File: src/rtl/z_sequencer.sv
// Z-result transfer sequencer: waits for the ALU, captures its 64-bit result into Z,
// then moves the low/high words to the general register or to LO/HI.
module z_sequencer #(
  parameter int unsigned TIMEOUT = 40
) (
  input  logic       clk,
  input  logic       clr,
  input  logic       start,
  input  logic [1:0] op,
  input  logic       alu_done,
  output logic       ready,
  output logic       busy,
  output logic       z_in,
  output logic       z_low_out,
  output logic       z_high_out,
  output logic       dest_in,
  output logic       lo_in,
  output logic       hi_in,
  output logic       done,
  output logic       error
);

  typedef enum logic [2:0] {
    S_IDLE,
    S_WAIT_ALU,
    S_LOAD_Z,
    S_OUT_LOW,
    S_OUT_HIGH,
    S_DONE
  } state_t;

  localparam logic [1:0] OP_ADD    = 2'b00;
  localparam logic [1:0] OP_RSV    = 2'b11;
  localparam logic [5:0] LAST_WAIT = 6'(TIMEOUT - 1);

  state_t     state, state_next;
  logic [1:0] op_q, op_next;
  logic [5:0] cnt, cnt_next;
  logic       error_q, error_next;

  always_ff @(posedge clk or negedge clr) begin
    if (!clr) begin
      state   <= S_IDLE;
      op_q    <= '0;
      cnt     <= '0;
      error_q <= 1'b0;
    end else begin
      state   <= state_next;
      op_q    <= op_next;
      cnt     <= cnt_next;
      error_q <= error_next;
    end
  end

  // Strobes depend only on state and latched op; error is the only registered pulse.
  always_comb begin
    state_next = state;
    op_next    = op_q;
    cnt_next   = cnt;
    error_next = 1'b0;
    ready      = 1'b0;
    busy       = 1'b0;
    z_in       = 1'b0;
    z_low_out  = 1'b0;
    z_high_out = 1'b0;
    dest_in    = 1'b0;
    lo_in      = 1'b0;
    hi_in      = 1'b0;
    done       = 1'b0;

    case (state)
      S_IDLE: begin
        ready = 1'b1;
        if (start) begin
          if (op == OP_RSV) begin
            error_next = 1'b1;
          end else begin
            op_next    = op;
            cnt_next   = '0;
            state_next = S_WAIT_ALU;
          end
        end
      end

      S_WAIT_ALU: begin
        busy = 1'b1;
        if (alu_done) begin
          state_next = S_LOAD_Z;
        end else if (cnt == LAST_WAIT) begin
          error_next = 1'b1;
          state_next = S_IDLE;
        end else begin
          cnt_next = cnt + 6'd1;
        end
      end

      S_LOAD_Z: begin
        busy       = 1'b1;
        z_in       = 1'b1;
        state_next = S_OUT_LOW;
      end

      S_OUT_LOW: begin
        busy      = 1'b1;
        z_low_out = 1'b1;
        if (op_q == OP_ADD) begin
          dest_in    = 1'b1;
          state_next = S_DONE;
        end else begin
          lo_in      = 1'b1;
          state_next = S_OUT_HIGH;
        end
      end

      S_OUT_HIGH: begin
        busy       = 1'b1;
        z_high_out = 1'b1;
        hi_in      = 1'b1;
        state_next = S_DONE;
      end

      S_DONE: begin
        busy       = 1'b1;
        done       = 1'b1;
        state_next = S_IDLE;
      end

      default: state_next = S_IDLE;
    endcase
  end

  assign error = error_q;

endmodule

File: config.mk
export PLATFORM = sky130hd
export DESIGN_NAME = z_sequencer
export DESIGN_NICKNAME = d
export VERILOG_FILES = /design/src/rtl/z_sequencer.sv
export SDC_FILE = /design/constraint.sdc
export NUM_CORES = 1
export LEC_CHECK = 0
export BUFFER_PORTS_ARGS = -buffer_cell sky130_fd_sc_hd__clkbuf_2
export CORE_UTILIZATION = 30
export CTS_CLUSTER_DIAMETER = 50
export CTS_CLUSTER_SIZE = 24
export DETAILED_ROUTE_END_ITERATION = 8
export GPL_ROUTABILITY_DRIVEN = 0
export PLACE_DENSITY = 0.54
export SLEW_MARGIN = 20
export SYNTH_ARGS = -nofsm -noshare
export SYNTH_HDL_FRONTEND = slang
export SYNTH_SLANG_ARGS = --single-unit
File: constraint.sdc
create_clock -name clk -period 3.05 [get_ports clk]
set_input_delay 0.1525 -clock clk [delete_from_list [all_inputs] [get_ports clk]]
set_output_delay 0.1525 -clock clk [all_outputs]
set_load 0.02 [all_outputs]
==> results of run 1 <==
-- sequential cells by signal (all words and copies together) (netlist names) --
register / cells
cnt: 6
state: 3
op_q: 2
error: 1
-- metrics by stage --
step | instance area [um^2] | setup WS, ns | cells
floorplan | 709 | 1.35 | 69
global placement | 773 | 1.27 | 107
detailed placement | 773 | 1.23 | 107
CTS | 820 | 1.21 | 112
global route | 820 | 1.09 | 112
finish | 820 | 1.20 | 112
-- worst max path at each step --
stage,startpoint,to,depth (start not counted)
finish,state[2],cnt[5],4
global route,state[2],cnt[5],4
CTS,state[2],cnt[0],4
detailed placement,state[2],cnt[0],4
global placement,state[2],cnt[0],4
floorplan,state[2],cnt[0],5
-- per-layer routing --
layer / up-vias / part of all wire (%) / track usage (%)
met5: - / 0 / 0
met4: 0 / 0.86 / 4.17
met3: 2 / 5.9 / 4.55
met2: 16 / 43 / 19.1
met1: 243 / 50 / 17.3
li1: 280 / - / -
-- power groups by stage --
stage / Clock, mW / Combinational [mW] / Sequential [mW]
finish: 0.130 / 0.351 / 0.292
global route: 0.143 / 0.388 / 0.306
CTS: 0.137 / 0.353 / 0.292
detailed placement: 0 / 0.350 / 0.295
global placement: 0 / 0.347 / 0.294
floorplan: 0 / 0.337 / 0.256
-- final cells by class --
class,instances,area (um^2),share of cell area (%)
timing repair buffer,16,85.1,10.4
inverter,1,3.75,0.458
multi-input combinational,51,359,43.8
clock buffer,4,36.3,4.43
tap,28,35.0,4.27
sequential,12,300,36.6
-- cells in the mapped netlist --
cell / number
dfrtp_1: 12
nand2_1: 6
nor2_1: 5
nor3b_1: 4
buf_6: 3
nand3_1: 3
nor3_1: 3
o21ai_0: 3
a21oi_1: 2
a22o_1: 2
nand2b_1: 2
nand3b_1: 2
o22a_1: 2
o22ai_1: 2
a21o_1: 1
a21oi_2: 1
a21oi_4: 1
a22o_2: 1
a31o_2: 1
and3b_2: 1
and4bb_2: 1
buf_2: 1
buf_4: 1
ha_1: 1
inv_1: 1
mux2_4: 1
mux2i_1: 1
nor2_2: 1
o21bai_1: 1
or4b_1: 1
or4b_4: 1
xor2_1: 1
-- worst max-delay path: stages (launching register included) --
cell and delay [ns]:
dfrtp_1 0.48, or4b_1 0.66, a21oi_2 0.26, o21ai_0 0.14
a22o_1 0.20
-- cell families after synthesis --
group	Yosys count	synth area share (%)
xor+xnor	1	1.23
buf+inv	6	7.05
flops	12	42.3
compound gates	17	18.5
fa+ha+maj	1	1.76
mux	2	3.53
simple gates	30	25.6
-- what timing repair did --
item / in CTS / in global routing
hold buffers: 1 / 0
endpoints found under the hold margin: 12 / 0
endpoints found under the setup margin: 0 / 0
==> metrics.cfg, run 1 <==
[cells_and_area]
n_antenna_cell = 0
syn2layout_area_growth_pct = 15.5
drive_above_1_share_pct = 33.3
nets = 92
final_common_cell = clkbuf_2
layout_common_cells = clkbuf_2 (15), dfrtp_1 (12), nand2_1 (6)
final_util_pct = 37.0
nFillCells = 237

[grt]
grt_pass1_vias = 518
overflow = 0
antenna_found_initial = 0
grt_max_degree = 13
grt_pass1_wl_um = 2390
grtUsageTotal_pct = 12.9

[routing]
route.vias.total = 541
drt-initial-drc-count = 14
drc_errors = 0
viasPerCell = 4.83
routedWlPerCell_um = 12.5
antenna_left = 0
firstDrtPassIters = 4
routed_wl_um = 1400

[sta]
slew_headroom_pct = 64.9
fin_hold_ws_ns = 0.111
tns_ns = 0
setup_viol = 0
finalCriticalPeriod_ns = 1.85
grt_setup_unrepaired = false
slew_violations = 0
worst_clock_skew_ns = 0.00416
fmax_mhz = 540
worst_slew_pin_slew_ns = 0.525
finalCritPeriodShare_pct = 60.7
final-hold-violation-count = 0

[power]
total_power_mw = 0.773
peakVddDrop_mv = 0.490
clkPwrFrac_pct = 16.8
power_frac_comb_pct = 45.3
swShare_pct = 42.6
power_switching_mw = 0.330
powerDensity_nw_per_um2 = 943
p_int_mw = 0.443
leakage_nw = 0.382
seq_power_share_pct = 37.8

[setup_path]
critical_path_class = reg2reg
r2r-end = cnt[5]
cp.arrival_ns = 2.02
r2r_start = state[2]
r2r_cells = 4
path_max_fanout = 11
critPathCaptureType = register
cp-start-kind = register
worst_ep_required_time_ns = 3.22
rrSetupSlack_ns = 1.20

[synth]
synth.distinct_cells = 32
syn_area_um2 = 709
yosysTopAreaCellShare_pct = 42.3
postSynthCellCount = 69
yosysWarnings = 0
syn_area_per_cell_um2 = 10.3
syn_nets = 76
seq_area_frac_synth_pct = 42.3
ys_top_cells_by_area = dfrtp_1 (42%), buf_6 (4.8%), nor3b_1 (4.2%)
synth_top_cell_by_area = dfrtp_1
synth_seq_cells = 12

[placed_design]
dp_hpwl_um = 1020
io_buffer_count = 15

[floorplan]
ios = 16
die_w_um = 50.6
start_util_pct = 32.1
die_area_um2 = 2560
fp.dieH_um = 50.6
rows = 17
core_um2 = 2210

[run]
cap_violations = 0

[cts]
clock_sinks = 12
numCtsBuffers = 3
clk_latency_ns = 0.28
clk_path_buf_depth = 2
cts_setup_buffers = 0
cts_tree = done
cts-resized-gates = 0
clkSlewWorstSetupHoldPaths_ns = 0.08
cts.root.buffer_cell = clkbuf_4
htree_levels = 1

[status]
status = completed

[worst_hold_path]
worstHoldPathType = in2reg
hold_depth = 2
worstHoldStart = alu_done
holdPathEnd = state[1]

Note: power is estimated with default switching activity, not from simulation.
==> run 2: changes to the inputs <==
- PLACE_DENSITY: 0.54 -> 0.56
- clock period: 3.05 -> 1.7 ns (I/O delays scaled with it)
==> run 2 against run 1 <==
Net effect: final cell count rose by 7.1%; clock-buffer cell count did not move; clock power rose by 74%; clock skew rose by 0.00050 ns; register-to-register slack got worse by 1.1 ns; sequential share of layout area fell by 2.8 points; via count rose by 11%; die area did not move; total power rose by 94%; core utilization rose by 3.1 points; flip-flop and latch count did not move; critical path type unchanged.
==> metrics.cfg, run 2 (synthesis results as in run 1) <==
[cts]
clkSlewWorstSetupHoldPaths_ns = 0.08  ; about the same
cts.root.buffer_cell = clkbuf_4
clock_sinks = 12  ; unchanged
clk_latency_ns = 0.27  ; about the same
numCtsBuffers = 3  ; unchanged
clk_path_buf_depth = 2  ; unchanged
cts_tree = done
htree_levels = 1  ; unchanged

[cells_and_area]
reg_top3 = cnt x6, state x3, op_q x2
multiInputGateArea_um2 = 367  ; +2.1%
n_antenna_cell = 0  ; unchanged
largest_register_ffs = 6  ; unchanged
nets = 100  ; +8.7%
nFillCells = 222  ; -6.3%
syn2layout_area_growth_pct = 25.0
final-seq-area_um2 = 300  ; unchanged
final_common_cell = clkbuf_2
top_register = cnt
drive_above_1_share_pct = 39.1  ; +5.8 points
layout_common_cells = clkbuf_2 (15), dfrtp_1 (12), buf_4 (8)
finalNonFillerCells = 120  ; +7.1%

[power]
powerDensity_nw_per_um2 = 1690  ; +80%
leakage_nw = 0.424  ; +11%
swShare_pct = 40.6  ; -2.0 points
p_int_mw = 0.893  ; +100%
power_frac_comb_pct = 52.8  ; +7.5 points
power_switching_mw = 0.611  ; +85%
clkPwrFrac_pct = 15.0  ; -1.8 points
peakVddDrop_mv = 0.781  ; +59%
seq_power_share_pct = 32.2  ; -5.6 points

[sta]
worst_clock_skew_ns = 0.00466  ; +0.000502 ns
finalCritPeriodShare_pct = 97.0  ; +36 points
setup_slack_ns = 0.0506  ; -1.15 ns
setup_viol = 0  ; unchanged
worst_slew_pin_slew_ns = 0.326  ; -0.199 ns
finalCriticalPeriod_ns = 1.65  ; -0.202 ns
slew_headroom_pct = 78.2  ; +13 points
fmax_mhz = 606  ; +12%
final-hold-violation-count = 0  ; unchanged
slew_violations = 0  ; unchanged

[placed_design]
dp_slack_ns = 0.0390  ; -1.19 ns
place_inst = 114  ; +6.5%
dp_hpwl_um = 1070  ; +4.8%
io_buffer_count = 15  ; unchanged

[setup_path]
cp_top_family = simple AND/OR/NAND/NOR gates
cp-start-kind = register
critPathCaptureType = register
worst-path-buf-inv = 0  ; unchanged
rrSetupSlack_ns = 0.05  ; -1.15 ns
r2r_cells = 4  ; unchanged
critPathMaxStageDelay_ns = 0.58  ; -0.08 ns
path_max_fanout = 6  ; -5
crit_start = state[2]
r2r_start = state[2]
crit_chain = or4b_4 -> a21oi_4 -> nor2_2 -> mux2_4
r2r-end = cnt[0]
cp.arrival_ns = 1.81  ; -0.21 ns
crit_slowest_cell = or4b_4
worst_ep_required_time_ns = 1.86  ; -1.36 ns
critical_path_class = reg2reg

[worst_hold_path]
worstHoldPathType = in2reg
hold_depth = 2  ; unchanged
holdPathEnd = state[1]
worstHoldStart = alu_done

[floorplan]
start_util_pct = 32.1  ; unchanged
die_w_um = 50.6  ; unchanged
core_um2 = 2210  ; unchanged
ios = 16  ; unchanged
die_area_um2 = 2560  ; unchanged
rows = 17  ; unchanged
fp.dieH_um = 50.6  ; unchanged

[routing]
antenna_left = 0  ; unchanged
route.vias.total = 603  ; +11%
drc_errors = 0  ; unchanged
viasPerCell = 5.03  ; +4.0%
firstDrtPassIters = 4  ; unchanged
routedWlPerCell_um = 12.2  ; -2.5%
routed_wl_um = 1460  ; +4.5%
drt-initial-drc-count = 9  ; -5

[status]
status = completed

[grt]
grt_max_degree = 13  ; unchanged
antenna_found_initial = 0  ; unchanged
grt_pass1_wl_um = 2370  ; -0.88%
grtUsageTotal_pct = 12.4  ; -0.48 points
grt_pass1_vias = 538  ; +3.9%
overflow = 0  ; unchanged

[run]
cap_violations = 0  ; unchanged

run 2: cell types whose count changed in the layout (fill, tap and decap cells not counted), sizes merged:
cell / before / now
buf: 0 / 8
run 2: worst reg2reg max path: cells and delay by family (launching register included):
kind / cells / cell delay, ns
AND/OR/NAND/NOR: 2 / 0.67
flip-flops: 1 / 0.41
multiplexers: 1 / 0.26
AO/OA/AOI/OAI: 1 / 0.21
run 2: power by group through the flow:
stage                     Combinational, mW  Clock (mW)  Sequential (mW)
final                                 0.794       0.226            0.484
after global placement                0.764           0            0.487
after CTS                             0.781       0.238            0.484
after global routing                  0.868       0.248            0.502
after floorplan                       0.605           0            0.459
after detailed placement              0.772           0            0.489
run 2: how the worst max path moves through the flow:
stage | depth (start not counted) | end
finish | 4 | cnt[0]
global placement | 4 | cnt[0]
floorplan | 5 | cnt[0]
detailed placement | 4 | cnt[0]
global route | 4 | cnt[0]
CTS | 4 | cnt[0]
run 2: timing repair:
action / in CTS / in global routing
hold endpoints to repair: 12 / 0
setup endpoints to repair: 0 / 2
resized for setup: 0 / 1
buffers inserted: 0 / 1
hold buffers: 1 / 0
run 2: through the flow:
stage	utilization, %	area, um^2	power [mW]	hold slack, ns	TNS (ns)
5_1_grt	40.1	887	1.62	0.0669	-0.00304
3_3_place_gp	37.3	826	1.25	-0.00883	0
4_1_cts	39.4	872	1.50	0.0497	0
3_5_place_dp	37.3	826	1.26	-0.00689	0
6_report	40.1	887	1.50	0.0544	0
2_1_floorplan	-	709	1.06	-0.211	0
run 2: cell type report:
cell class,count,area share [%]
inverter,1,0.423
timing repair buffer,24,16.4
multi-input combinational,51,41.3
tap,28,3.95
clock buffer,4,4.09
sequential,12,33.9
run 2: layer usage:
layer	part of all wire, %	GRT usage [%]
met2	44	18.4
met5	0	0
met1	50	16.6
met4	0	1.39
met3	6.6	6.06
==> run 3: changes to the inputs <==
- SETUP_SLACK_MARGIN: not set -> 0.5
==> run 3 against run 2 <==
Net effect: worst setup slack improved by 0.023 ns; final cell count increased by 8.3%; core utilization increased by 9.7 points; highest routed layer unchanged; critical path depth unchanged; die area unchanged; register-to-register slack improved by 0.02 ns; sequential share of layout area decreased by 6.6 points; flip-flop and latch count unchanged; clock-buffer cell count decreased by 1; fmax increased by 1.4%; largest cell class unchanged.
==> metrics.cfg, run 3 (synthesis results as in run 1) <==
[routing]
antenna_left = 0  ; unchanged
routed_wl_um = 1710  ; +17%
drt-initial-drc-count = 2  ; -7
route.vias.total = 629  ; +4.3%
drc_errors = 0  ; unchanged
firstDrtPassIters = 4  ; unchanged
viasPerCell = 4.84  ; -3.7%
routedWlPerCell_um = 13.2  ; +8.4%

[cells_and_area]
top_register = cnt
multiInputGateArea_um2 = 427  ; +16%
finalNonFillerCells = 130  ; +8.3%
nets = 111  ; +11%
reg_top3 = cnt x6, state x3, op_q x2
syn2layout_area_growth_pct = 55.4
final-seq-area_um2 = 300  ; unchanged
finish.instance_area_um2 = 1100  ; +24%
layout_common_cells = buf_4 (14), dfrtp_1 (12), buf_6 (10)
final_common_cell = buf_4
nFillCells = 201  ; -9.5%
largest_register_ffs = 6  ; unchanged
n_antenna_cell = 0  ; unchanged
drive_above_1_share_pct = 52.0  ; +13 points

[setup_path]
path_max_fanout = 4  ; -2
critPathCaptureType = register
critical_path_class = reg2reg
worst_ep_required_time_ns = 1.86  ; about the same
r2r_start = state[1]
crit_start = state[1]
cp.arrival_ns = 1.78  ; -0.03 ns
cp-start-kind = register

[power]
p_int_mw = 1.18  ; +32%
seq_power_share_pct = 25.9  ; -6.3 points
clkPwrFrac_pct = 8.9  ; -6.1 points
power_switching_mw = 0.752  ; +23%
powerDensity_nw_per_um2 = 1750  ; +3.4%
peakVddDrop_mv = 1.25  ; +60%
power_frac_comb_pct = 65.2  ; +12 points
swShare_pct = 38.9  ; -1.7 points
leakage_nw = 0.510  ; +20%

[cts]
numCtsBuffers = 3  ; unchanged
htree_levels = 1  ; unchanged
clkSlewWorstSetupHoldPaths_ns = 0.07  ; about the same
cts_tree = done
cts.root.buffer_cell = clkbuf_4
clock_sinks = 12  ; unchanged
clk_path_buf_depth = 2  ; unchanged
clk_latency_ns = 0.27  ; about the same

[sta]
fmax_mhz = 615  ; +1.4%
grt_setup_unrepaired = true
slew_headroom_pct = 77.9  ; -0.30 points
worst_clock_skew_ns = 0.000620  ; -0.00404 ns
slew_violations = 0  ; unchanged
worst_slew_pin_slew_ns = 0.331  ; +0.00516 ns
final-hold-violation-count = 0  ; unchanged
setup_viol = 0  ; unchanged
tns_ns = 0  ; unchanged
finalCritPeriodShare_pct = 95.7  ; -1.3 points
fin_hold_ws_ns = 0.0502  ; -0.00419 ns
finalCriticalPeriod_ns = 1.63  ; -0.0228 ns

[placed_design]
io_buffer_count = 15  ; unchanged
dp_hpwl_um = 1140  ; +7.1%
place_inst = 115  ; +0.88%
placed_cell_area_um2 = 851  ; +3.0%

[grt]
grtUsageTotal_pct = 14.7  ; +2.3 points
overflow = 0  ; unchanged
grt_max_degree = 13  ; unchanged
grt_pass1_wl_um = 2790  ; +18%
grt_pass1_vias = 661  ; +23%
antenna_found_initial = 0  ; unchanged

[worst_hold_path]
worstHoldPathType = in2reg
worstHoldStart = alu_done

[floorplan]
die_w_um = 50.6  ; unchanged
die_area_um2 = 2560  ; unchanged
core_um2 = 2210  ; unchanged
rows = 17  ; unchanged
fp.dieH_um = 50.6  ; unchanged
ios = 16  ; unchanged
start_util_pct = 32.1  ; unchanged

[status]
status = completed

[run]
cap_violations = 0  ; unchanged

run 3: changes by cell type in the layout (fill, tap and decap cells not counted), moves of 2 or more:
| cell | change |
|---|---|
| buf_4 | +6 |
| nor3_1 | -2 |
| buf_6 | +10 |
| clkbuf_2 | -9 |
| nor3b_1 | -3 |
| nor3b_4 | +3 |
| clkbuf_8 | +2 |
run 3: worst max-delay path: stages (launching register included):
cell     delay (ns)
dfrtp_1        0.42
or4b_4         0.57
a21oi_4        0.20
nor2_2         0.08
mux2_4         0.25
run 3: final timing paths:
kind / end / slack [ns] / depth (start not counted)
max: cnt[0] / 0.07 / 4
min: state[1] / 0.05 / 2
max reg2reg: cnt[0] / 0.07 / 4
min reg2reg: cnt[5] / 0.53 / 1
max in group asynchronous: cnt[3] / 1.22 / 2
min in group asynchronous: error / 0.24 / 2
run 3: metal layers:
metal  global-route usage, %  share of wire, %
met1                    17.1                45
met2                    25.3                50
met3                    4.85               4.4
met4                    4.63                 0
met5                       0                 0
run 3: per-stage QoR:
step / utilization (%) / total power [mW] / setup WS, ns
after floorplan: - / 1.10 / 0.0328
after global placement: 38.5 / 1.30 / 0.0716
after detailed placement: 38.5 / 1.31 / 0.0633
after CTS: 45.5 / 1.70 / 0.0819
after global routing: 49.8 / 2.06 / 0.0415
final: 49.8 / 1.93 / 0.0735
run 3: cell type report:
cell class / count / share of cell area, %
clock buffer: 3 / 2.04
inverter: 1 / 0.341
multi-input combinational: 51 / 38.7
sequential: 12 / 27.2
tap: 28 / 3.18
timing repair buffer: 35 / 28.5
run 3: power by group through the flow:
| stage | Sequential [mW] | Combinational [mW] | Clock [mW] |
|---|---|---|---|
| after floorplan | 0.463 | 0.634 | 0 |
| after global placement | 0.487 | 0.808 | 0 |
| after detailed placement | 0.492 | 0.816 | 0 |
| after CTS | 0.493 | 1.03 | 0.180 |
| after global routing | 0.513 | 1.35 | 0.192 |
| final | 0.501 | 1.26 | 0.172 |
run 3: timing repair:
item,in CTS,in global routing
buffers inserted,5,6
hold endpoints to repair,12,0
resized for setup,19,17
pin swaps,5,5
hold buffers,1,0
endpoints found under the setup margin,20,20
